===== src/rtl/score_ram_writer.sv =====
// Write-port sequencer for the Needleman-Wunsch score RAM: gap-penalty
// border initialisation followed by per-cell score writes.
module score_ram_writer #(
    parameter int N           = 128,
    parameter int BitAddr     = $clog2(N + 1),
    parameter int addr_lenght = $clog2(((N + 1) * (N + 1)) - 1),
    parameter int SCORE_W     = 10,
    parameter int signed GAP  = -2
) (
    input  logic                      clk,
    input  logic                      rst,
    input  logic                      start,
    input  logic                      cell_valid,
    input  logic signed [SCORE_W-1:0] cell_score,
    input  logic [BitAddr:0]          i,
    input  logic [BitAddr:0]          j,
    input  logic                      finish,
    output logic                      we,
    output logic [addr_lenght:0]      addr,
    output logic signed [SCORE_W-1:0] data_out,
    output logic                      cell_ack,
    output logic                      init_done,
    output logic                      idx_err
);

    localparam int AW = addr_lenght + 1;
    localparam int IW = BitAddr + 1;

    typedef enum logic [2:0] {
        IDLE,
        INIT_ROW,
        INIT_COL,
        READY,
        WRITE
    } state_t;

    localparam logic [IW-1:0]             K_LAST = IW'(N);
    localparam logic [AW-1:0]             ROW_W  = AW'(N + 1);
    localparam logic signed [SCORE_W-1:0] GAP_S  = SCORE_W'(GAP);

    state_t                      state_q;
    logic [IW-1:0]               k_q;
    logic                        we_q;
    logic [AW-1:0]               addr_q;
    logic signed [SCORE_W-1:0]   data_q;
    logic                        cell_ack_q;
    logic                        init_done_q;
    logic                        idx_err_q;

    logic [AW-1:0] cell_addr_d;
    logic          in_range;

    // Cell (i+1, j+1) sits one row and one column past its diagonal neighbour.
    assign cell_addr_d = (AW'(j) + AW'(1)) + ROW_W * (AW'(i) + AW'(1));
    assign in_range    = (i < K_LAST) && (j < K_LAST);

    // addr_q/data_q double as the address and value accumulators during init.
    always_ff @(posedge clk or posedge rst) begin
        if (rst) begin
            state_q     <= IDLE;
            k_q         <= '0;
            we_q        <= 1'b0;
            addr_q      <= '0;
            data_q      <= '0;
            cell_ack_q  <= 1'b0;
            init_done_q <= 1'b0;
            idx_err_q   <= 1'b0;
        end else begin
            cell_ack_q <= 1'b0;
            idx_err_q  <= 1'b0;
            unique case (state_q)
                IDLE: begin
                    we_q        <= 1'b0;
                    init_done_q <= 1'b0;
                    if (start) begin
                        state_q <= INIT_ROW;
                        k_q     <= '0;
                        addr_q  <= '0;
                        data_q  <= '0;
                        we_q    <= 1'b1;
                    end
                end
                INIT_ROW: begin
                    we_q <= 1'b1;
                    if (k_q == K_LAST) begin
                        state_q <= INIT_COL;
                        k_q     <= IW'(1);
                        addr_q  <= ROW_W;
                        data_q  <= GAP_S;
                    end else begin
                        k_q    <= k_q + IW'(1);
                        addr_q <= addr_q + AW'(1);
                        data_q <= data_q + GAP_S;
                    end
                end
                INIT_COL: begin
                    if (k_q == K_LAST) begin
                        state_q     <= READY;
                        we_q        <= 1'b0;
                        init_done_q <= 1'b1;
                    end else begin
                        we_q   <= 1'b1;
                        k_q    <= k_q + IW'(1);
                        addr_q <= addr_q + ROW_W;
                        data_q <= data_q + GAP_S;
                    end
                end
                READY: begin
                    we_q <= 1'b0;
                    if (finish) begin
                        state_q     <= IDLE;
                        init_done_q <= 1'b0;
                    end else if (cell_valid) begin
                        if (in_range) begin
                            state_q    <= WRITE;
                            addr_q     <= cell_addr_d;
                            data_q     <= cell_score;
                            we_q       <= 1'b1;
                            cell_ack_q <= 1'b1;
                        end else begin
                            idx_err_q <= 1'b1;
                        end
                    end
                end
                WRITE: begin
                    we_q <= 1'b0;
                    if (finish) begin
                        state_q     <= IDLE;
                        init_done_q <= 1'b0;
                    end else begin
                        state_q <= READY;
                    end
                end
                default: begin
                    state_q     <= IDLE;
                    we_q        <= 1'b0;
                    init_done_q <= 1'b0;
                end
            endcase
        end
    end

    assign we        = we_q;
    assign addr      = addr_q;
    assign data_out  = data_q;
    assign cell_ack  = cell_ack_q;
    assign init_done = init_done_q;
    assign idx_err   = idx_err_q;

endmodule


===== config.mk =====
export PLATFORM = sky130hd
export DESIGN_NAME = score_ram_writer
export DESIGN_NICKNAME = d
export VERILOG_FILES = /design/src/rtl/score_ram_writer.sv
export SDC_FILE = /design/constraint.sdc
export NUM_CORES = 1
export LEC_CHECK = 0
export ABC_AREA = 0
export CORE_UTILIZATION = 50
export CTS_CLUSTER_DIAMETER = 150
export DETAILED_ROUTE_END_ITERATION = 12
export PLACE_DENSITY = 0.77
export SYNTH_ARGS = -nofsm -noshare
export SYNTH_HDL_FRONTEND = slang
export SYNTH_SLANG_ARGS = --single-unit

===== constraint.sdc =====
create_clock -name clk -period 3.7 [get_ports clk]
set_input_delay 0.37 -clock clk [delete_from_list [all_inputs] [get_ports clk]]
set_output_delay 0.37 -clock clk [all_outputs]
set_load 0.02 [all_outputs]

==> out/results.tsv, run 1 <==
metric	value	unit
die_width	88.11	um
antenna_found_initial	0	
cts_hold_buffers	0	
gp_routability_congestion	0.8942	
cts_tree	yes	
synth_nets	521	
worst-path-max-fanout	4	
min_to	init_done$_DFFE_PP0P_	
via_per_inst	6.019	
utilization	69.63	%
synthArstFlopShare	100.0	%
worst-r2r-cell-count	5	
drv_slew	0	
layout_setup_ws	-0.03088	ns
numCtsBuffers	5	
synth_edf_count	0	
stdcell_area	5024	sq um
ir_worst_vdd	0.3064	mV
skew	0.01497	ns
final_nets	610	
critical_path_class	in2reg	
ant_nets	0	
outcome	complete, but fails checks	
design.core.area	7214	sq um
cpMostUsedCell	ha_4	
io_pins	63	
relSlewSlack	19.89	%
finalWirelength	11.01	mm
grt_usage	27.74	%
fin_hold_ws	0.4980	ns
power_density	604.5	nW/um^2
synthTopCellsByArea	dfrtp_1, ha_1, o21ai_1, a21oi_1, nand2_1	
grt_overflow_total	0	
synth_cell_types	68	
route.detailed.drc	0	
htree_levels	2	
timing.fmax	268.0	MHz
placed_area	4632	sq um
worst_pin_slew	1.195	ns
min_path_type	reg2reg	
holdCritStartpoint	init_done$_DFFE_PP0P_	
cp_top_family	adder cells	
fin_crit	3.731	ns
clkSinkCount	42	
drv_cap	0	
dp_hpwl	7.759	mm
num_antenna_cells	0	
insertion_delay	0.30	ns
leakage	2.184	nW
ys_ff_latch	42	
end_kind	flip-flop	
min_path_cells	2	
synth_area	3707	sq um
grt_max_degree	25	
grt_pass1_wl	16.87	mm
synth.top_cells.by_count	ha_1, dfrtp_1, o21ai_1, nand2_1, inv_1	
synth_warnings	0	
grt_pass1_vias	3539	
num_rows	31	
first_pass_iters	5	
start_util	51.39	%
syn_area_per_cell	8.407	sq um
failed_checks	setup timing	
r2r_slack	1.17	ns
startpoint_type	primary input	
crit_slowest_cell	fa_1	
fin_crit_sh	100.8	%
cts_root_buffer	clkbuf_8	
r2r-start	state_q[0]$_DFFE_PP0P_	
synthFlopType	dfrtp_1	
rr_endpoint	addr[9]$_DFFE_PP0P_	
yosysMostFrequentCell	ha_1	
yosys.area.top_type	dfrtp_1	
yosys.area.top_type_share	28.35	%
path_cells	clkdlybuf4s50_1 > and3_4 > nand3_2 > xnor2_2 > ha_4 > ha_4 > ha_4 > fa_1 > ha_4 > a41oi_2 > o221ai_2 > a31oi_1 > o21ai_1 > xnor2_1 > o211ai_1	
pre_cts_slack	-0.5700	ns
drive_gt1_share	16.01	%
via_count	3792	
syn-instance-count	441	
clk_pin_slew	0.08	ns
cpPeakStageDelay	0.57	ns
drt_first_iter_violations	320	
cts.path.max_buffers	2	
wl_per_cell	17.47	um
die_area	7763	sq um
die_h	88.11	um
area_growth_syn_to_layout	35.50	%
hold_viol	0	
yosysSeqAreaShare	28.35	%
critical_path_required	3.87	ns
worstPathArrival	3.90	ns
setup_viol	1	
path_buf_inv	1	
numPortBuffers	62	
## cell families after synthesis
logic type / share of synthesized area (%)
and+or+nand+nor: 19.41
buffers and inverters: 5.569
AOI/OAI and AO/OA: 24.20
xor gates and xnor gates: 4.725
adders and majority gates: 16.94
muxes: 0.8100
DFF: 28.35
## state kept, by name, indices dropped and copies added, names as in the netlist
name       flops
idx_err        1
cell_ack       1
addr          16
k_q            9
we             1
state_q        3
init_done      1
data_out      10
## cells in the final DEF, fill, tap and decap left out, types with 13 or more instances in the layout
cell type        Yosys  final
clkdlybuf4s50_1      0     55
o21ai_1             41     43
dfrtp_1             42     42
nand2_1             37     37
buf_4                1     36
ha_1                43     30
inv_1               31     29
a21oi_1             28     28
nor2_1              25     25
xnor2_1             15     13
## worst register-to-register path, stage by stage (launching register included)
cell	delay (ns)
dfrtp_1	0.62
nand2b_1	0.30
a21o_1	0.35
nor2_1	0.75
a21oi_1	0.15
o221ai_1	0.27
## layout make-up
| cell class | instances | area, sq um |
|---|---|---|
| Tap cell | 99 | 123.9 |
| Inverter | 33 | 123.9 |
| Fill cell | 570 | 2191 |
| Clock inverter | 2 | 37.54 |
| Sequential cell | 42 | 1051 |
| Timing Repair Buffer | 99 | 904.6 |
| Clock buffer | 6 | 72.57 |
| Multi-Input combinational cell | 349 | 2710 |
## routing by layer
layer  GRT usage, %  part of all wire [%]  routed length [um]
met1          34.61                    41                4488
met2          50.53                    53                5855
met3          3.299                   4.5                 497
met4          7.478                   1.5                 166
met5              0                     0                   0
## worst max path at each step
stage / to / startpoint / cells after the start / slack (ns)
5_1_grt: addr[13]$_DFFE_PP0P_ / i[6] / 15 / -0.12
6_report: addr[13]$_DFFE_PP0P_ / i[6] / 15 / -0.03
3_3_place_gp: addr[13]$_DFFE_PP0P_ / i[4] / 16 / -0.47
2_1_floorplan: addr[13]$_DFFE_PP0P_ / i[4] / 15 / 0.06
4_1_cts: addr[8]$_DFFE_PP0P_ / i[1] / 17 / 0.01
3_5_place_dp: addr[13]$_DFFE_PP0P_ / i[4] / 16 / -0.57
## repair_timing
| item | CTS | global route |
|---|---|---|
| endpoints found under the hold margin | 0 | 0 |
| pin swaps | 17 | 15 |
| buffers inserted | 1 | 1 |
| gates resized for setup | 21 | 23 |
| setup endpoints to repair | 7 | 8 |
## power by group
part	switching, mW	internal (mW)
sequential	0.177	0.571
clock	0.168	0.202
combinational	1.12	0.795
## metrics by stage
stage	instances	total power, mW	TNS, ns
after floorplan	441	1.973	0
after global placement	620	2.493	-2.789
after detailed placement	620	2.543	-3.400
after CTS	629	2.961	0
after global routing	630	3.256	-0.2025
final	630	3.037	-0.03088
No activity file was read; power rests on OpenSTA's default activity.
==> inputs of run 2 (changes only) <==
Settings changed: CORE_UTILIZATION 50 to 55, PLACE_DENSITY 0.77 to 0.83.
==> out/results.tsv, run 2 (synthesized netlist as in run 1, its figures left out) <==
metric	value	unit	change
grt_max_degree	43		+72%
worstPathArrival	3.92	ns	+0.02 ns
clk_pin_slew	0.09	ns	about the same
grt_pass1_wl	18.37	mm	+8.9%
cts.path.max_buffers	2		unchanged
clkSinkCount	42		unchanged
cts_hold_buffers	0		unchanged
grt_usage	32.58	%	+4.8 points
grt_pass1_vias	3786		+7.0%
netSwitchingPower	1.518	mW	+3.3%
drv_slew	0		unchanged
globalRouteMet3Util	5.242	%	+1.9 points
critical_path_class	in2reg		
grt_use_met2	56.41	%	+5.9 points
die_h	84.10	um	-4.6%
power.total	3.088	mW	+1.7%
fin_crit_sh	101.6	%	+0.77 points
drv_cap	0		unchanged
gr-usage-met1	38.40	%	+3.8 points
internal_power	1.570	mW	+0.17%
insertion_delay	0.30	ns	about the same
startpoint_type	primary input		
die_width	84.10	um	-4.6%
numCtsBuffers	5		unchanged
grt_overflow_total	0		unchanged
tns	-0.08846	ns	-0.05758 ns
numPortBuffers	62		unchanged
finalWirelength	12.00	mm	+9.0%
die_area	7073	sq um	-8.9%
worst_pin_slew	1.183	ns	-0.01223 ns
leakage	2.182	nW	-0.11%
crit_path_start	i[0]		
area_growth_syn_to_layout	33.41	%	
skew	0.01094	ns	-0.004025 ns
hold_viol	0		unchanged
crit_end	addr[10]$_DFFE_PP0P_		
cts_tree	yes		
route.detailed.drc	4		+4
ant_nets	0		unchanged
num_rows	29		-6.5%
power_frac_clock	11.9	%	-0.3 points
busiest_layer	met2		
drive_gt1_share	17.14	%	+1.1 points
final_common_cell	clkdlybuf4s50_1		
num_antenna_cells	0		unchanged
via_count	3971		+4.7%
final_nets	610		unchanged
ir_worst_vdd	0.2795	mV	-8.8%
start_util	57.72	%	+6.3 points
combPwrFrac	63.7	%	+0.5 points
end_kind	flip-flop		
nFillCells	428		-25%
worst-r2r-cell-count	5		unchanged
rr_endpoint	addr[9]$_DFFE_PP0P_		
timing.fmax	266.0	MHz	-0.76%
gp_routability_congestion	0.8649		-3.3%
dp_hpwl	7.599	mm	-2.1%
io_pins	63		unchanged
pre_cts_slack	-0.6356	ns	-0.06568 ns
worst-path-max-fanout	4		unchanged
layout_setup_ws	-0.05926	ns	-0.02838 ns
layout_common_cells	clkdlybuf4s50_1, o21ai_1, dfrtp_1, nand2_1		
p_seq_share	24.4	%	-0.2 points
power.share.switching	49.16	%	+0.77 points
design.core.area	6422	sq um	-11%
min_path_type	reg2reg		
fin_crit	3.759	ns	+0.02838 ns
relSlewSlack	20.70	%	+0.82 points
largest_reg_flops	16		unchanged
critical_path_required	3.86	ns	about the same
drt_first_iter_violations	382		+19%
outcome	complete, but fails checks		
failed_checks	DRC, setup timing		
power_density	624.3	nW/um^2	+3.3%
via_per_inst	6.531		+8.5%
cts_root_buffer	clkbuf_8		
r2r-start	state_q[0]$_DFFE_PP0P_		
r2r_slack	1.19	ns	+0.02 ns
first_pass_iters	9		+4
setup_viol	3		+2
wl_per_cell	19.73	um	+13%
antenna_found_initial	0		unchanged
htree_levels	2		unchanged
run 2: metal layers:
metal  wire length (um)  part of all wire [%]
met4                632                   5.3
met3                757                   6.3
met2               6098                    51
met5                  0                     0
met1               4508                    38
run 2: layout make-up:
class,count,area (sq um),area share [%]
multi-input cells,349,2673,54.03
flip-flops and latches,42,1051,21.25
repair buffers,99,892.1,18.04
inverters,33,123.9,2.504
well taps,77,96.34,1.948
clock buffers,6,72.57,1.467
clock inverters,2,37.54,0.7589
run 2: what timing repair did:
item | CTS | global route
buffers inserted | 1 | 2
gates resized for setup | 20 | 38
endpoints found under the setup margin | 7 | 8
pin swaps | 13 | 11
run 2: worst min path at each step:
| stage | from | to | slack [ns] | cells after the start |
|---|---|---|---|---|
| after floorplan | finish | idx_err$_DFF_PP0_ | 0.44 | 1 |
| after global placement | data_out[0]$_DFFE_PP0P_ | data_out[0]$_DFFE_PP0P_ | 0.46 | 2 |
| after detailed placement | data_out[0]$_DFFE_PP0P_ | data_out[0]$_DFFE_PP0P_ | 0.47 | 2 |
| after CTS | data_out[0]$_DFFE_PP0P_ | data_out[0]$_DFFE_PP0P_ | 0.49 | 2 |
| after global routing | data_out[0]$_DFFE_PP0P_ | data_out[0]$_DFFE_PP0P_ | 0.51 | 2 |
| final | data_out[0]$_DFFE_PP0P_ | data_out[0]$_DFFE_PP0P_ | 0.49 | 2 |
run 2: worst max-delay path: stages:
cell,delay (ns)
dlygate4sd2_1,0.29
nand3_2,0.11
inv_1,0.09
and3_4,0.20
xor2_2,0.24
ha_1,0.34
ha_4,0.27
ha_1,0.27
ha_1,0.32
ha_4,0.28
and2_1,0.17
a31o_1,0.31
nor2b_2,0.19
o21ai_1,0.12
xnor2_1,0.21
o221ai_1,0.15
run 2: power by group through the flow:
stage               logic [mW]  clock network, mW  registers (mW)
floorplan                 1.21                  0           0.764
global placement          1.73                  0           0.745
detailed placement        1.79                  0           0.750
CTS                       1.84              0.368           0.743
global route              2.12              0.386           0.772
finish                    1.97              0.369           0.753
run 2: metrics by stage:
| stage | hold slack, ns | utilization, % | cell area [sq um] | std cells |
|---|---|---|---|---|
| finish | 0.4875 | 77.01 | 4946 | 608 |
| global route | 0.5124 | 77.01 | 4946 | 608 |
| CTS | 0.4919 | 74.69 | 4797 | 606 |
| detailed placement | 0.4734 | 71.58 | 4597 | 597 |
| global placement | 0.4621 | 71.58 | 4597 | 597 |
| floorplan | 0.4409 | - | 3707 | 441 |
